## src/rtl/deser_align_pkg.sv

```systemverilog
// deser_align_pkg: shared definitions for the deserializer word-alignment
// controller.
//   state_e          - per-channel alignment FSM states
//   DEFAULT_PATTERN  - default expected frame word (8 bits, truncated to DESERF)
//   cnt_w()          - width needed for a counter that must hold 0..limit
package deser_align_pkg;

  typedef enum logic [2:0] {
    ST_CHECK  = 3'd0,
    ST_SLIP   = 3'd1,
    ST_WAIT   = 3'd2,
    ST_VERIFY = 3'd3,
    ST_LOCKED = 3'd4,
    ST_FAIL   = 3'd5
  } state_e;

  localparam logic [7:0] DEFAULT_PATTERN = 8'hF0;

  // Counters only ever count up to their limit and are compared for
  // equality, so limit+1 distinct values are enough.
  function automatic int cnt_w(input int unsigned limit);
    return (limit < 1) ? 1 : $clog2(limit + 1);
  endfunction

endpackage

```

## src/rtl/deser_align_ch.sv

```systemverilog
// deser_align_ch: word-alignment FSM and counters for one ISERDES lane.
// Optional feature macro: DESER_ALIGN_STATS_EN (adds slip/loss statistics).
// Ports:
//   clk_i        divided global clock
//   rst_i        asynchronous active-high reset
//   start_i      synchronous restart, overrides every state
//   word_i       deserialized frame-clock word of this lane
//   bitslip_o    one-cycle bitslip request to the ISERDES
//   locked_o     lane aligned and qualified
//   fail_o       slip budget exhausted (sticky until start/reset)
//   sliptotal_o  (stats build) saturating count of bitslip pulses
//   losscnt_o    (stats build) saturating count of lock-loss events
module deser_align_ch
  import deser_align_pkg::*;
#(
  parameter int                DESERF  = 8,
  parameter logic [DESERF-1:0] PATTERN = DEFAULT_PATTERN[DESERF-1:0],
  parameter int                SETTLE  = 4,
  parameter int                LOCKN   = 16,
  parameter int                LOSSN   = 4,
  parameter int                MAXSLIP = DESERF
) (
  input  logic              clk_i,
  input  logic              rst_i,
  input  logic              start_i,
  input  logic [DESERF-1:0] word_i,
  output logic              bitslip_o,
  output logic              locked_o,
  output logic              fail_o
`ifdef DESER_ALIGN_STATS_EN
  ,
  output logic [7:0]        sliptotal_o,
  output logic [7:0]        losscnt_o
`endif
);

  localparam int SW = cnt_w(MAXSLIP);
  localparam int MW = cnt_w(LOCKN);
  localparam int LW = cnt_w(LOSSN);
  localparam int WW = cnt_w(SETTLE);

  state_e        state_q, state_d;
  logic [SW-1:0] slipcnt_q, slipcnt_d;
  logic [MW-1:0] matchcnt_q, matchcnt_d;
  logic [LW-1:0] losscnt_q, losscnt_d;
  logic [WW-1:0] waitcnt_q, waitcnt_d;
  logic          bitslip_q, locked_q, fail_q;
  logic          match;
  logic          loss_event;

  assign match = (word_i == PATTERN);

  always_comb begin
    state_d    = state_q;
    slipcnt_d  = slipcnt_q;
    matchcnt_d = matchcnt_q;
    losscnt_d  = losscnt_q;
    waitcnt_d  = waitcnt_q;
    loss_event = 1'b0;
    if (start_i) begin
      state_d    = ST_CHECK;
      slipcnt_d  = '0;
      matchcnt_d = '0;
      losscnt_d  = '0;
      waitcnt_d  = '0;
    end else begin
      unique case (state_q)
        ST_CHECK: begin
          if (match) begin
            state_d    = ST_VERIFY;
            matchcnt_d = MW'(1);
          end else if (slipcnt_q == SW'(MAXSLIP)) begin
            state_d = ST_FAIL;
          end else begin
            state_d = ST_SLIP;
          end
        end
        ST_SLIP: begin
          // slipcnt < MAXSLIP is guaranteed here, so this never wraps.
          slipcnt_d = slipcnt_q + SW'(1);
          waitcnt_d = '0;
          state_d   = ST_WAIT;
        end
        ST_WAIT: begin
          // FRAME is ignored while the ISERDES output settles.
          if (waitcnt_q == WW'(SETTLE - 1)) begin
            waitcnt_d = '0;
            state_d   = ST_CHECK;
          end else begin
            waitcnt_d = waitcnt_q + WW'(1);
          end
        end
        ST_VERIFY: begin
          if (match) begin
            matchcnt_d = matchcnt_q + MW'(1);
            if (matchcnt_q == MW'(LOCKN - 1)) begin
              state_d   = ST_LOCKED;
              losscnt_d = '0;
            end
          end else begin
            // Keep slipcnt so a flaky lane cannot slip forever.
            matchcnt_d = '0;
            state_d    = ST_CHECK;
          end
        end
        ST_LOCKED: begin
          if (match) begin
            losscnt_d = '0;
          end else if (losscnt_q == LW'(LOSSN - 1)) begin
            // Lock lost: start a fresh alignment attempt.
            state_d    = ST_CHECK;
            slipcnt_d  = '0;
            matchcnt_d = '0;
            losscnt_d  = '0;
            loss_event = 1'b1;
          end else begin
            losscnt_d = losscnt_q + LW'(1);
          end
        end
        ST_FAIL: begin
          state_d = ST_FAIL;
        end
        default: begin
          state_d = ST_CHECK;
        end
      endcase
    end
  end

  always_ff @(posedge clk_i or posedge rst_i) begin
    if (rst_i) begin
      state_q    <= ST_CHECK;
      slipcnt_q  <= '0;
      matchcnt_q <= '0;
      losscnt_q  <= '0;
      waitcnt_q  <= '0;
    end else begin
      state_q    <= state_d;
      slipcnt_q  <= slipcnt_d;
      matchcnt_q <= matchcnt_d;
      losscnt_q  <= losscnt_d;
      waitcnt_q  <= waitcnt_d;
    end
  end

  // Outputs are registered decodes of the current state, so each one trails
  // the state by a cycle; start clears them on the same edge as the FSM.
  always_ff @(posedge clk_i or posedge rst_i) begin
    if (rst_i) begin
      bitslip_q <= 1'b0;
      locked_q  <= 1'b0;
      fail_q    <= 1'b0;
    end else begin
      bitslip_q <= !start_i && (state_q == ST_SLIP);
      locked_q  <= !start_i && (state_q == ST_LOCKED);
      fail_q    <= !start_i && (state_q == ST_FAIL);
    end
  end

  assign bitslip_o = bitslip_q;
  assign locked_o  = locked_q;
  assign fail_o    = fail_q;

`ifdef DESER_ALIGN_STATS_EN
  logic [7:0] sliptotal_q, lossevt_q;

  // Statistics survive start; only reset clears them.
  always_ff @(posedge clk_i or posedge rst_i) begin
    if (rst_i) begin
      sliptotal_q <= '0;
      lossevt_q   <= '0;
    end else begin
      if (!start_i && (state_q == ST_SLIP) && (sliptotal_q != 8'hFF)) begin
        sliptotal_q <= sliptotal_q + 8'd1;
      end
      if (loss_event && (lossevt_q != 8'hFF)) begin
        lossevt_q <= lossevt_q + 8'd1;
      end
    end
  end

  assign sliptotal_o = sliptotal_q;
  assign losscnt_o   = lossevt_q;
`else
  logic unused_loss_event;
  assign unused_loss_event = loss_event;
`endif

endmodule

```

## src/rtl/deser_frame_align.sv

```systemverilog
// deser_frame_align: multi-channel ISERDES word-alignment controller.
// Each channel pulses BITSLIP until its frame word equals PATTERN, then
// qualifies and monitors lock, realigning automatically on loss.
// Optional feature macro: DESER_ALIGN_STATS_EN (adds SLIPTOTAL / LOSSCNT).
// Ports:
//   GCLK       divided global clock
//   RESET      asynchronous active-high reset
//   FRAME      deserialized frame words, channel k at [k*DESERF +: DESERF]
//   START      synchronous restart of all channels
//   BITSLIP    per-channel one-cycle bitslip pulse
//   LOCKED     per-channel aligned and qualified
//   FAIL       per-channel slip budget exhausted (sticky)
//   ALLLOCKED  registered AND of LOCKED
//   SLIPTOTAL  (stats build) per-channel 8-bit saturating bitslip count
//   LOSSCNT    (stats build) per-channel 8-bit saturating loss-event count
module deser_frame_align
  import deser_align_pkg::*;
#(
  parameter int                NCH     = 4,
  parameter int                DESERF  = 8,
  parameter logic [DESERF-1:0] PATTERN = DEFAULT_PATTERN[DESERF-1:0],
  parameter int                SETTLE  = 4,
  parameter int                LOCKN   = 16,
  parameter int                LOSSN   = 4,
  parameter int                MAXSLIP = DESERF
) (
  input  logic                  GCLK,
  input  logic                  RESET,
  input  logic [NCH*DESERF-1:0] FRAME,
  input  logic                  START,
  output logic [NCH-1:0]        BITSLIP,
  output logic [NCH-1:0]        LOCKED,
  output logic [NCH-1:0]        FAIL,
  output logic                  ALLLOCKED
`ifdef DESER_ALIGN_STATS_EN
  ,
  output logic [NCH*8-1:0]      SLIPTOTAL,
  output logic [NCH*8-1:0]      LOSSCNT
`endif
);

  logic alllocked_q;

  for (genvar k = 0; k < NCH; k++) begin : g_ch
    deser_align_ch #(
      .DESERF (DESERF),
      .PATTERN(PATTERN),
      .SETTLE (SETTLE),
      .LOCKN  (LOCKN),
      .LOSSN  (LOSSN),
      .MAXSLIP(MAXSLIP)
    ) u_ch (
      .clk_i      (GCLK),
      .rst_i      (RESET),
      .start_i    (START),
      .word_i     (FRAME[k*DESERF +: DESERF]),
      .bitslip_o  (BITSLIP[k]),
      .locked_o   (LOCKED[k]),
      .fail_o     (FAIL[k])
`ifdef DESER_ALIGN_STATS_EN
      ,
      .sliptotal_o(SLIPTOTAL[k*8 +: 8]),
      .losscnt_o  (LOSSCNT[k*8 +: 8])
`endif
    );
  end

  always_ff @(posedge GCLK or posedge RESET) begin
    if (RESET) begin
      alllocked_q <= 1'b0;
    end else begin
      alllocked_q <= &LOCKED;
    end
  end

  assign ALLLOCKED = alllocked_q;

endmodule

```

## config.mk

```make
export PLATFORM = sky130hd
export DESIGN_NAME = deser_frame_align
export DESIGN_NICKNAME = d
export VERILOG_FILES = /design/src/rtl/deser_align_pkg.sv /design/src/rtl/deser_align_ch.sv /design/src/rtl/deser_frame_align.sv
export SDC_FILE = /design/constraint.sdc
export NUM_CORES = 1
export LEC_CHECK = 0
export BUFFER_PORTS_ARGS = -buffer_cell sky130_fd_sc_hd__buf_4
export CAP_MARGIN = 30
export CORE_UTILIZATION = 40
export CTS_CLUSTER_SIZE = 40
export DETAILED_ROUTE_END_ITERATION = 6
export PLACE_DENSITY = 0.62
export RECOVER_POWER = 100
export SYNTH_ARGS = -nofsm -noshare
export SYNTH_HDL_FRONTEND = slang
export SYNTH_SLANG_ARGS = --single-unit
```

## constraint.sdc

```tcl
create_clock -name GCLK -period 6.2 [get_ports GCLK]
set_input_delay 0.62 -clock GCLK [delete_from_list [all_inputs] [get_ports GCLK]]
set_output_delay 0.62 -clock GCLK [all_outputs]
set_load 0.02 [all_outputs]
```

==> reports/metrics.yaml <==
status: "complete, but fails checks"
failed_checks: "DRC, capacitance limit, slew limit"
dpl.hpwl_mm: 6.98
power_density_nw_per_um2: 256
final_cell_mix: "dfrtp_1 (85), nor2_1 (40), buf_4 (32)"
area_growth_syn_to_layout_pct: 13.0
p_leak_uw: 0.00249
ir_drop_uv: 163
syn_area_um2: 4830
die_h_um: 112
syn_avg_cell_area_um2: 9.69
synthDistinctLibCells: 61
maxSlewHeadroom_pct: -75.9
grt_max_degree: 62
grt_setup_unrepaired: "no"
hold_path_class: "reg -> reg"
synth_seq_area_share_pct: 44.1
regArea_um2: 2130
cts_setup_buffers: 0
max_freq_mhz: 287
synth_cells: 498
antenna_found_initial: 0
endpoint_kind: "flop"
design_area_um2: 5450
cp.required_ns: 6.47
root_buffer: "clkbuf_16"
dieWidth_um: 112
ys_ff_latch: 85
multi_input_area_um2: 2400
clockBufferDepth: 2
wire_per_inst_um: 14.7
period_minus_slack_ns: 3.48
dr.pass1.iters: 6
clock_sink_count: 85
maxSlewViolCount: 89
nNetsFinal: 586
grt-ovfl-total: 0
portBuffers: 47
synth_ff_type: "dfrtp_1"
min_period_over_period_pct: 56.1
setup_viol: 0
n_fill_cell: 1121
place_area_um2: 5230
tns_ns: 0
wl_mm: 9.95
finish.utilization_pct: 47.1
ioPinCount: 48
syn-num-nets: 557
worst_pin_slew_ns: 2.64
yosysWarnings: 0
drc: 4
cp.arrival_ns: 3.75
cts_tree: "done"
via_count: 3879
antenna_left: 0
drtIter0Drc: 158
path_clk_slew_ns: 0.06
hold_slack_ns: 0.481
core_um2: 11600
cts_hold_buffers: 0
setup.worst_path.class: "in -> reg"
fp-row-count: 39
antenna_cells: 0
p_total_uw: 1390
finalHoldViolations: 0
initial_core_util_pct: 41.7
clock_skew_ns: 0.00946
grt_pass1_wl_mm: 17.3
grt_usage_pct: 17.1
gp_congestion: 0.818
cts_resized: 0
mostFrequentLayoutCell: "dfrtp_1"
cap_violations: 2
worstSkewPairLatency_ns: 0.35
grt_pass1_vias: 3809
cts_inserted_buffers: 9
async_flop_share_pct: 100
synth_edf_count: 0
routed_via_density: 5.75
cp_max_fo: 61
cts_max_level: 3
start_kind: "input port"
die-area_um2: 12500
drive_gt1_share_pct: 12.2
[final cells by class]
class | count | share of cell area [%]
timing repair buffer | 50 | 6.15
clock buffer | 13 | 5.14
inverter | 30 | 2.09
sequential | 85 | 39.0
clock inverter | 3 | 0.321
multi-input combinational | 351 | 44.0
tap | 143 | 3.28
[cells by family after synthesis]
kind of cell	count (synthesis)	synth area share [%]
XOR/XNOR	6	1.09
flip-flops	85	44.1
buffers and inverters	62	5.81
AO/OA/AOI/OAI	123	18.1
adder cells (fa/ha/maj)	24	6.22
AND/OR/NAND/NOR	187	22.3
multiplexers	11	2.39
[worst max-delay path: stages]
cell and delay, ns:
clkbuf_1 1.83, nor4_1 0.05, clkbuf_1 0.30, a221oi_1 0.67, mux2i_1 0.25
[cells in the mapped netlist (14+ instances only)]
| master | number | area share [%] |
|---|---|---|
| nor2_1 | 40 | 3.1 |
| clkbuf_1 | 15 | 1.2 |
| ha_1 | 24 | 6.2 |
| a22o_1 | 21 | 3.8 |
| nand2b_1 | 14 | 1.8 |
| nor3_1 | 16 | 1.7 |
| dfrtp_1 | 85 | 44 |
| nand3_1 | 17 | 1.8 |
| nand2_1 | 18 | 1.4 |
| inv_1 | 30 | 2.3 |
| o21ai_0 | 21 | 2.2 |
| a21oi_1 | 23 | 2.4 |
[sequential cells by signal (all words and copies together) (netlist names)]
| register | cells |
|---|---|
| ALLLOCKED | 1 |
| g_ch.u_ch.bitslip_o | 4 |
| g_ch.u_ch.fail_o | 4 |
| g_ch.u_ch.locked_o | 4 |
| g_ch.u_ch.losscnt_q | 12 |
| g_ch.u_ch.matchcnt_q | 20 |
| g_ch.u_ch.slipcnt_q | 16 |
| g_ch.u_ch.state_q | 12 |
| g_ch.u_ch.waitcnt_q | 12 |
[worst paths after layout]
check	from	to	slack [ns]	cells past startpoint
setup / recovery	START	g_ch[0].u_ch.matchcnt_q[0]$_DFFE_PP0P_	2.72	5
hold / removal	g_ch[2].u_ch.waitcnt_q[0]$_DFFE_PP0P_	g_ch[2].u_ch.waitcnt_q[0]$_DFFE_PP0P_	0.48	1
setup reg to reg	g_ch[0].u_ch.state_q[0]$_DFFE_PP0P_	g_ch[0].u_ch.state_q[2]$_DFFE_PP0P_	4.04	4
hold reg to reg	g_ch[2].u_ch.waitcnt_q[0]$_DFFE_PP0P_	g_ch[2].u_ch.waitcnt_q[0]$_DFFE_PP0P_	0.48	1
max in group asynchronous	RESET	g_ch[0].u_ch.matchcnt_q[0]$_DFFE_PP0P_	4.38	4
min in group asynchronous	RESET	g_ch[1].u_ch.fail_o$_DFF_PP0_	0.84	3
[metrics by stage]
| step | instances | worst slack, ns |
|---|---|---|
| finish | 675 | 2.72 |
| global route | 675 | 2.35 |
| CTS | 675 | 4.08 |
| detailed placement | 659 | 3.72 |
| global placement | 658 | 3.79 |
| floorplan | 498 | 3.39 |
[layer usage]
layer	track usage [%]	vias up	part of all wire [%]
li1	-	1882	-
met1	22.9	1921	49
met2	27.2	62	47
met3	2.99	14	3.0
met4	7.84	0	1.9
met5	0	-	0
[power breakdown]
part / internal, uW / leakage [uW] / switching (uW)
registers: 593 / 0.00116 / 60.8
clock network: 314 / 0.000148 / 222
logic: 92.8 / 0.00118 / 112
total: 1000 / 0.00249 / 395
Power figures use the tool's default switching activity.
